File: config.mk
export PLATFORM = sky130hd
export DESIGN_NAME = pio_reg_master
export DESIGN_NICKNAME = d
export VERILOG_FILES = /design/src/rtl/pio_bus_pkg.sv /design/src/rtl/bus_timeout_ctr.sv /design/src/rtl/pio_reg_master.sv
export SDC_FILE = /design/constraint.sdc
export NUM_CORES = 1
export LEC_CHECK = 0
export BUFFER_PORTS_ARGS = -buffer_cell sky130_fd_sc_hd__buf_2
export CAP_MARGIN = 10
export CORE_ASPECT_RATIO = 1.2
export CORE_MARGIN = 2
export CORE_UTILIZATION = 55
export CTS_CLUSTER_DIAMETER = 40
export DETAILED_ROUTE_END_ITERATION = 8
export PLACE_DENSITY = 0.89
export SETUP_SLACK_MARGIN = 0.05
export SLEW_MARGIN = 40
export SYNTH_ARGS = -nofsm -noshare
export SYNTH_HDL_FRONTEND = slang
export SYNTH_SLANG_ARGS = --single-unit
File: constraint.sdc
create_clock -name clk -period 3.31 [get_ports clk]
set_input_delay 0.662 -clock clk [delete_from_list [all_inputs] [get_ports clk]]
set_output_delay 0.662 -clock clk [all_outputs]
set_load 0.02 [all_outputs]
File: src/rtl/pio_bus_pkg.sv
`default_nettype none
// ---------------------------------------------------------------------------
// pio_bus_pkg : shared types and defaults for the PIO register-bus master
// Rev 1.0
// ---------------------------------------------------------------------------
package pio_bus_pkg;

  localparam logic [11:0] c_max_addr_default = 12'h143;
  localparam int          c_timeout_default  = 16;

  typedef enum logic [1:0] {
    OP_WRITE = 2'b00,
    OP_READ  = 2'b01,
    OP_SET   = 2'b10,
    OP_CLR   = 2'b11
  } op_e;

  typedef enum logic [2:0] {
    IDLE   = 3'd0,
    WR     = 3'd1,
    RD     = 3'd2,
    RD_CAP = 3'd3,
    MOD_WR = 3'd4,
    RESP   = 3'd5
  } state_e;

  function automatic logic [31:0] apply_mask(input op_e op, input logic [31:0] old,
                                             input logic [31:0] mask);
    return (op == OP_CLR) ? (old & ~mask) : (old | mask);
  endfunction

endpackage
`default_nettype wire

File: src/rtl/bus_timeout_ctr.sv
`default_nettype none
// ---------------------------------------------------------------------------
// bus_timeout_ctr : counts consecutive busy cycles of one bus transfer
// Rev 1.0
// ---------------------------------------------------------------------------
module bus_timeout_ctr
  import pio_bus_pkg::*;
#(
  parameter int TIMEOUT = c_timeout_default
) (
  input  logic clk,
  input  logic reset_n,
  input  logic i_active,
  input  logic i_busy,
  output logic o_expired
);

  localparam int c_cw = (TIMEOUT > 1) ? $clog2(TIMEOUT) : 1;

  logic [c_cw-1:0] r_count;

  // Fires on the TIMEOUT-th consecutive busy edge; the count never needs to hold TIMEOUT.
  assign o_expired = i_active && i_busy && (r_count == c_cw'(TIMEOUT - 1));

  always_ff @(posedge clk or negedge reset_n) begin
    if (!reset_n) begin
      r_count <= '0;
    end else if (!i_active || !i_busy || o_expired) begin
      r_count <= '0;
    end else begin
      r_count <= r_count + c_cw'(1);
    end
  end

endmodule
`default_nettype wire

File: src/rtl/pio_reg_master.sv
`default_nettype none
// ---------------------------------------------------------------------------
// pio_reg_master : command/response front end driving a sel/RW register bus,
//                  with read-modify-write SET/CLR and busy timeout
// Rev 1.0
// ---------------------------------------------------------------------------
module pio_reg_master
  import pio_bus_pkg::*;
#(
  parameter logic [11:0] MAX_ADDR = c_max_addr_default,
  parameter int          TIMEOUT  = c_timeout_default
) (
  input  logic        clk,
  input  logic        reset_n,
  input  logic        cmd_valid,
  output logic        cmd_ready,
  input  logic [1:0]  cmd_op,
  input  logic [11:0] cmd_addr,
  input  logic [31:0] cmd_data,
  output logic        rsp_valid,
  input  logic        rsp_ready,
  output logic [31:0] rsp_data,
  output logic        rsp_err,
  output logic        sel,
  output logic        RW,
  output logic [11:0] addr,
  output logic [31:0] wdata,
  input  logic [31:0] rdata,
  input  logic        busy
);

  state_e      r_state;
  state_e      w_next;
  op_e         r_op;
  logic [31:0] r_mask;
  logic        r_rw;
  logic [11:0] r_addr;
  logic [31:0] r_wdata;
  logic [31:0] r_rsp_data;
  logic        r_rsp_err;
  logic        w_accept;
  logic        w_addr_ok;
  logic        w_bus_state;
  logic        w_expired;
  op_e         w_cmd_op;

  assign w_cmd_op    = op_e'(cmd_op);
  assign w_accept    = cmd_valid && (r_state == IDLE);
  assign w_addr_ok   = (cmd_addr <= MAX_ADDR);
  assign w_bus_state = (r_state == WR) || (r_state == RD) || (r_state == MOD_WR);

  assign RW       = r_rw;
  assign addr     = r_addr;
  assign wdata    = r_wdata;
  assign rsp_data = r_rsp_data;
  assign rsp_err  = r_rsp_err;

  bus_timeout_ctr #(
    .TIMEOUT (TIMEOUT)
  ) u_timeout (
    .clk       (clk),
    .reset_n   (reset_n),
    .i_active  (w_bus_state),
    .i_busy    (busy),
    .o_expired (w_expired)
  );

  always_ff @(posedge clk or negedge reset_n) begin
    if (!reset_n) begin
      r_state <= IDLE;
    end else begin
      r_state <= w_next;
    end
  end

  always_comb begin
    w_next    = r_state;
    cmd_ready = 1'b0;
    sel       = 1'b0;
    rsp_valid = 1'b0;
    case (r_state)
      IDLE: begin
        cmd_ready = 1'b1;
        if (cmd_valid) begin
          if (!w_addr_ok)                w_next = RESP;
          else if (w_cmd_op == OP_WRITE) w_next = WR;
          else                           w_next = RD;
        end
      end
      WR, MOD_WR: begin
        sel = 1'b1;
        if (!busy || w_expired) w_next = RESP;
      end
      RD: begin
        sel = 1'b1;
        if (!busy)          w_next = RD_CAP;
        else if (w_expired) w_next = RESP;
      end
      RD_CAP: begin
        w_next = ((r_op == OP_SET) || (r_op == OP_CLR)) ? MOD_WR : RESP;
      end
      RESP: begin
        rsp_valid = 1'b1;
        if (rsp_ready) w_next = IDLE;
      end
      default: w_next = IDLE;
    endcase
  end

  // Bus-side registers only change when a new transfer is set up, so they
  // naturally hold their last values whenever sel is low.
  always_ff @(posedge clk or negedge reset_n) begin
    if (!reset_n) begin
      r_op       <= OP_WRITE;
      r_mask     <= '0;
      r_rw       <= 1'b0;
      r_addr     <= '0;
      r_wdata    <= '0;
      r_rsp_data <= '0;
      r_rsp_err  <= 1'b0;
    end else begin
      if (w_accept) begin
        r_op       <= w_cmd_op;
        r_mask     <= cmd_data;
        r_rsp_data <= '0;
        r_rsp_err  <= !w_addr_ok;
        if (w_addr_ok) begin
          r_addr <= cmd_addr;
          r_rw   <= (w_cmd_op == OP_WRITE);
          if (w_cmd_op == OP_WRITE) r_wdata <= cmd_data;
        end
      end
      if (w_expired) begin
        r_rsp_err <= 1'b1;
      end
      if (r_state == RD_CAP) begin
        r_rsp_data <= rdata;
        if ((r_op == OP_SET) || (r_op == OP_CLR)) begin
          r_rw    <= 1'b1;
          r_wdata <= apply_mask(r_op, rdata, r_mask);
        end
      end
    end
  end

endmodule
`default_nettype wire

======== Yosys cells after proc, flatten, opt, wreduce, memory -nomap -nowiden ========
Cells that the tools add are included.
word-level totals
  register bits ........................... 119
  bits of input ports ..................... 83
  output and inout port bits .............. 81
  word-level logic and storage cells ...... 73
cells by class
  add/sub/neg operators ................... 1
  $lt $le $gt $ge ......................... 1
  equality and inequality tests ........... 12
  mux-type cells .......................... 27
  bitwise logic cells ..................... 3
  reductions and logical operators ........ 20
operators with widths
  cell                                                                               count
  32-bit two-way mux                                                                 8
  32-bit AND                                                                         1
  32-bit inverter                                                                    1
  32-bit OR                                                                          1
  3-bit two-way mux                                                                  6
  3-bit one-hot mux with 5 select lines                                              1
  12-bit by 9-bit less-or-equal comparator with 1-bit output, second input constant  1
  1-bit two-way mux                                                                  10
  3-bit by 2-bit == test with 1-bit output, second input constant                    2
  3-bit == test, second input constant                                               2
  1-bit logical OR                                                                   6
  2-bit != test, second input constant                                               3
  4-bit by 1-bit adder with 4-bit output, second input constant                      1
  2-bit == test, second input constant                                               2
  4-bit == test, second input constant                                               1
  4-bit two-way mux                                                                  1
  4-bit AND reduction                                                                1
  2-bit nonzero test                                                                 2
  3-bit by 1-bit == test with 1-bit output, second input constant                    1
  1-bit logical AND                                                                  3
  1-bit logical NOT                                                                  3
  3-bit logical NOT                                                                  1
  3-bit by 2-bit != test with 1-bit output, second input constant                    1
  3-bit OR reduction                                                                 1
  other kinds (4)                                                                    4

======== Logic depth before layout (Yosys ltp) ========
  depth after elaboration ................. 8
  depth in mapped cells ................... 8
  mapped depth without buffers ............ 5

======== By module ========
Synthesis repeated with hierarchy kept, for this count alone.
unflattened totals
  cell total of the unflattened synthesis .. 577
  area, all modules ....................... 5,317.6 µm²
modules (own cells, without submodules)
  module           times used  cells each  area each (µm²)
  pio_reg_master   1           560         5,133.7
  bus_timeout_ctr  1           17          183.9

======== Worst setup path after synthesis ========
No wires, ideal clock.
  path kind ............................... input to register
  start ................................... in cmd_addr[8]
  end ..................................... reg r_addr[4] (netlist: addr[4])
  data arrival time ....................... 1,801 ps
  data required time ...................... 3,182 ps
  path slack .............................. 1,381 ps
  stages .................................. 4
  cells stage by stage .................... a2111oi_4 -> o211ai_1 -> buf_2 -> mux2_1
between the ends
  cells in the longest elaborated chain, start to end .. 2
ends and longest elaborated chain
  item                                                        RTL line               RTL
  start: declaration                                          pio_reg_master.sv:18   input logic [11:0] cmd_addr,
  12-bit by 9-bit less-or-equal comparator with 1-bit output  pio_reg_master.sv:49   assign w_addr_ok = (cmd_addr <= MAX_ADDR);
  2-bit AND reduction (no line)                               --
  end signal: assignment                                      pio_reg_master.sv:128  r_addr <= cmd_addr;
  end: declaration                                            pio_reg_master.sv:37   logic [11:0] r_addr;
Every way passes these cells.
A chain may end at the register's enable or synchronous reset.

======== Worst setup path in the final report ========
  start ................................... reg r_state[1]
  end ..................................... out sel
between the ends
  cells in the longest elaborated chain, start to end .. 3
  elaborated cells on any way between the ends .. 5
  classes of those cells .................. eq/ne (3); mux (1); reduce/logical (1)
ends and longest elaborated chain
  item                                                              RTL line              RTL
  start: declaration                                                pio_reg_master.sv:32  state_e r_state;
  start signal: assignment                                          pio_reg_master.sv:72  r_state <= w_next;
  3-bit by 1-bit == test with 1-bit output (tied with other cells)  pio_reg_master.sv:81  case (r_state)
  3-bit OR reduction (no line) *                                    --
  1-bit two-way mux *                                               pio_reg_master.sv:81
  end: declaration                                                  pio_reg_master.sv:24  output logic sel,
Every way passes the cells marked *; elsewhere a longest branch is shown, timed or not.

==> run metrics <==
run status=completed; R2R setup slack=980 ps; P_sw=2.09 mW; number of buffers inserted for hold repair after clock tree synthesis=0; critical path class=register to primary output; Resize count post-CTS=0; Buf+Inv Stages, Crit Path=1; count of warnings emitted by yosys=0; aggregate global routing overflow=0; row count=39; Final Slew Violations=0; delay contributed by the slowest stage of the critical path=670 ps; Synth async-reset ratio=100%; routing layer with the top usage in global route=met2; proportion of synthesized chip area in sequential cells=55.9%; RSZ-0062 raised after global routing=false; Via-to-Cell Ratio=5.60; Area Growth Syn to Fin=29.0%; transition time at the pin with the least slew margin=736 ps; largest net degree at the start of global routing=67; Total Routing Usage GR=29.4%; endpoint class of the critical path=primary output; vias=5,130; Hold Violations, Final=0; number of enable-type register cells in the synthesized netlist=0; Critical Path RT=2650 ps; ordered cell list for the critical path=xnor2_1 > o22ai_1 > buf_2; Layout Nets=864; die outline height=112 um; flip-flop cell with the highest count after synthesis=dfrtp_1; PortBufs=163; I/O pins=164; DRT iter0 DRCs=389; final wirelength=14.9 mm; master of the slowest instance on the critical path=dfrtp_1; Worst Skew=5.42 ps; count of nets left with antenna violations after detail routing=0; LEAKAGE=3.68 nW; number of failing setup endpoints in the final timing report=0; upper clock frequency limit=401 MHz; Antenna Cells=0; maximum clock insertion buffer count=2; final standard cell area without fillers=6880 um2; Crit path max-delay family=flip-flops; crit share post-route=75.3%; post-detailed-route wirelength per cell=16.3 um; path category of the worst min-delay check=input port to async pin; share of post-route cells with drive strength above 1=27.1%; global-route wire length before repair=24.1 mm; capture point of the worst reg-to-reg path=wdata[17]; Reg-to-Reg Start=r_state[0]; post-synth top area share=55.9%; die width=93.9 um; clock slew seen by the registers of the worst setup and hold paths=50 ps; overall die area=10,500 um2; Starting Density=56.3%; fillcell total=706; CP max FO=16; sequential group share of total power=39.1%; post-place instance area=6270 um2; Cell Area, Synth=5330 um2; standard cell core area=9470 um2; top post-synthesis cells by area=dfrtp_1 (56%), nand2_1 (17%), nor2_1 (5.1%), a31oi_1 (3.9%), nand3_1 (3.5%); Internal Pwr Total=3.81 mW; synthesized area divided by synthesized cell count=8.49 um2; H-Tree Depth=4; data arrival time of the critical path=1830 ps; met1 capacity usage during global routing=34.2%; area occupied by multi-input gates=2200 um2; clock tree from TritonCTS=done; share of total power in combinational logic=29.5%; via count of the first global-routing pass=5,065; largest voltage drop on the vdd net=0.552 mV; max-cap check violation count=0; clock network fraction of total power=31.4%; Detailed Place HPWL=9.83 mm; number of register bits inferred by synthesis=119; total power divided by cell area=859 nW/um2; Worst slew margin=51.0%; Synth Instances=628; initial antenna violation count=1; register area=2980 um2; number of nets in the synthesized netlist=712; global placement routability congestion=0.858; met3 usage=6.97%; switch share=35.5%; met2 track demand over resource=50.2%; post-layout util=72.6%; number of buffers inserted during clock tree synthesis=17; cell type contributing the most total cell area after synthesis=dfrtp_1; DRT Pass-1 Iters=6; setup TNS=0 ps; Unique masters post-synth=40; sort of element at the start of the critical path=register; TritonCTS Sinks=119; CTS root buf=clkbuf_16; number of post-CTS setup repair buffers=0; Tmin final=2490 ps; DRC=0; worst skew pair latency=400 ps; depth of the worst register-to-register path=6
==> cell families (layout without fill, tap and decap cells) <==
| logic type | count (synthesis) | in the layout | share of synthesized area, % |
|---|---|---|---|
| compound gates | 83 | 83 | 9.83 |
| xor+xnor | 3 | 3 | 0.493 |
| fa+ha+maj | 1 | 1 | 0.235 |
| buf+inv | 44 | 209 | 3.52 |
| flops | 119 | 119 | 55.9 |
| mux | 9 | 9 | 1.90 |
| simple gates | 369 | 369 | 28.2 |
==> placed cells by master (no fill, tap or decap), types with 2 or more instances in the layout <==
cell / count
nand2b_1: 2
nand2_1: 237
a21oi_1: 36
dfrtp_1: 119
inv_1: 3
buf_4: 7
bufinv_16: 3
nand3_1: 37
nand2_2: 3
nor2b_1: 2
and3_1: 2
and2_1: 4
clkbuf_1: 3
a31oi_1: 33
xor2_1: 2
clkbuf_16: 17
mux2_2: 4
mux2_1: 5
clkbuf_8: 3
clkinv_2: 5
o22a_1: 2
buf_2: 164
nor2_1: 72
nand4_1: 3
==> how the worst max path moves through the flow <==
stage                to        start  cells after the start
6_report            sel   r_state[1]                      3
3_5_place_dp   wdata[3]  cmd_addr[2]                      5
3_3_place_gp    addr[5]    cmd_valid                      5
4_1_cts             sel   r_state[1]                      3
5_1_grt             sel   r_state[1]                      3
2_1_floorplan   addr[4]  cmd_addr[8]                      4
==> cells in the mapped netlist, types with 2 or more instances <==
| library cell | number |
|---|---|
| buf_1 | 9 |
| nand2b_1 | 2 |
| buf_2 | 9 |
| buf_4 | 3 |
| mux2_1 | 5 |
| and3_1 | 2 |
| dfrtp_1 | 119 |
| xor2_1 | 2 |
| o2111ai_1 | 2 |
| o22a_1 | 2 |
| a31oi_1 | 33 |
| mux2_2 | 4 |
| nand2_1 | 240 |
| nor2_1 | 72 |
| a21oi_1 | 36 |
| nand4_1 | 3 |
| clkbuf_1 | 20 |
| nand3_1 | 37 |
| and2_1 | 4 |
| inv_1 | 3 |
| nor2b_1 | 2 |
==> metal layers <==
| metal | wire (um) | part of all wire (%) |
|---|---|---|
| met1 | 5530 | 37 |
| met5 | 11 | 0.074 |
| met3 | 901 | 6.1 |
| met4 | 475 | 3.2 |
| met2 | 7970 | 54 |
==> sequential cells by signal (all words and copies together) (netlist names) <==
| register | flops |
|---|---|
| r_mask | 32 |
| addr | 12 |
| wdata | 32 |
| rsp_data | 32 |
| u_timeout.r_count | 4 |
| rsp_err | 1 |
| RW | 1 |
| r_state | 3 |
| r_op | 2 |
==> stage by stage <==
stage,power (mW),setup WS (ps),hold slack [ps],cells
6_report,5.90,819,228,916
5_1_grt,6.22,706,275,916
4_1_cts,5.92,848,383,916
3_5_place_dp,4.04,778,461,884
3_3_place_gp,3.93,787,443,881
2_1_floorplan,3.38,1380,366,628
==> power groups by stage <==
stage          logic, mW  clock network (mW)  registers, mW
2_1_floorplan      0.788                   0           2.59
3_3_place_gp        1.66                   0           2.27
3_5_place_dp        1.73                   0           2.31
4_1_cts             1.75                1.87           2.30
5_1_grt             1.92                1.94           2.36
6_report            1.74                1.85           2.31
==> cell type report <==
| type | count | area share, % |
|---|---|---|
| flip-flops and latches | 119 | 43.3 |
| clock buffers | 23 | 6.95 |
| inverters | 3 | 0.164 |
| well taps | 123 | 2.24 |
| clock inverters | 9 | 1.78 |
| repair buffers | 174 | 13.6 |
| multi-input cells | 465 | 32.0 |
(Power assumes the default switching activity.)
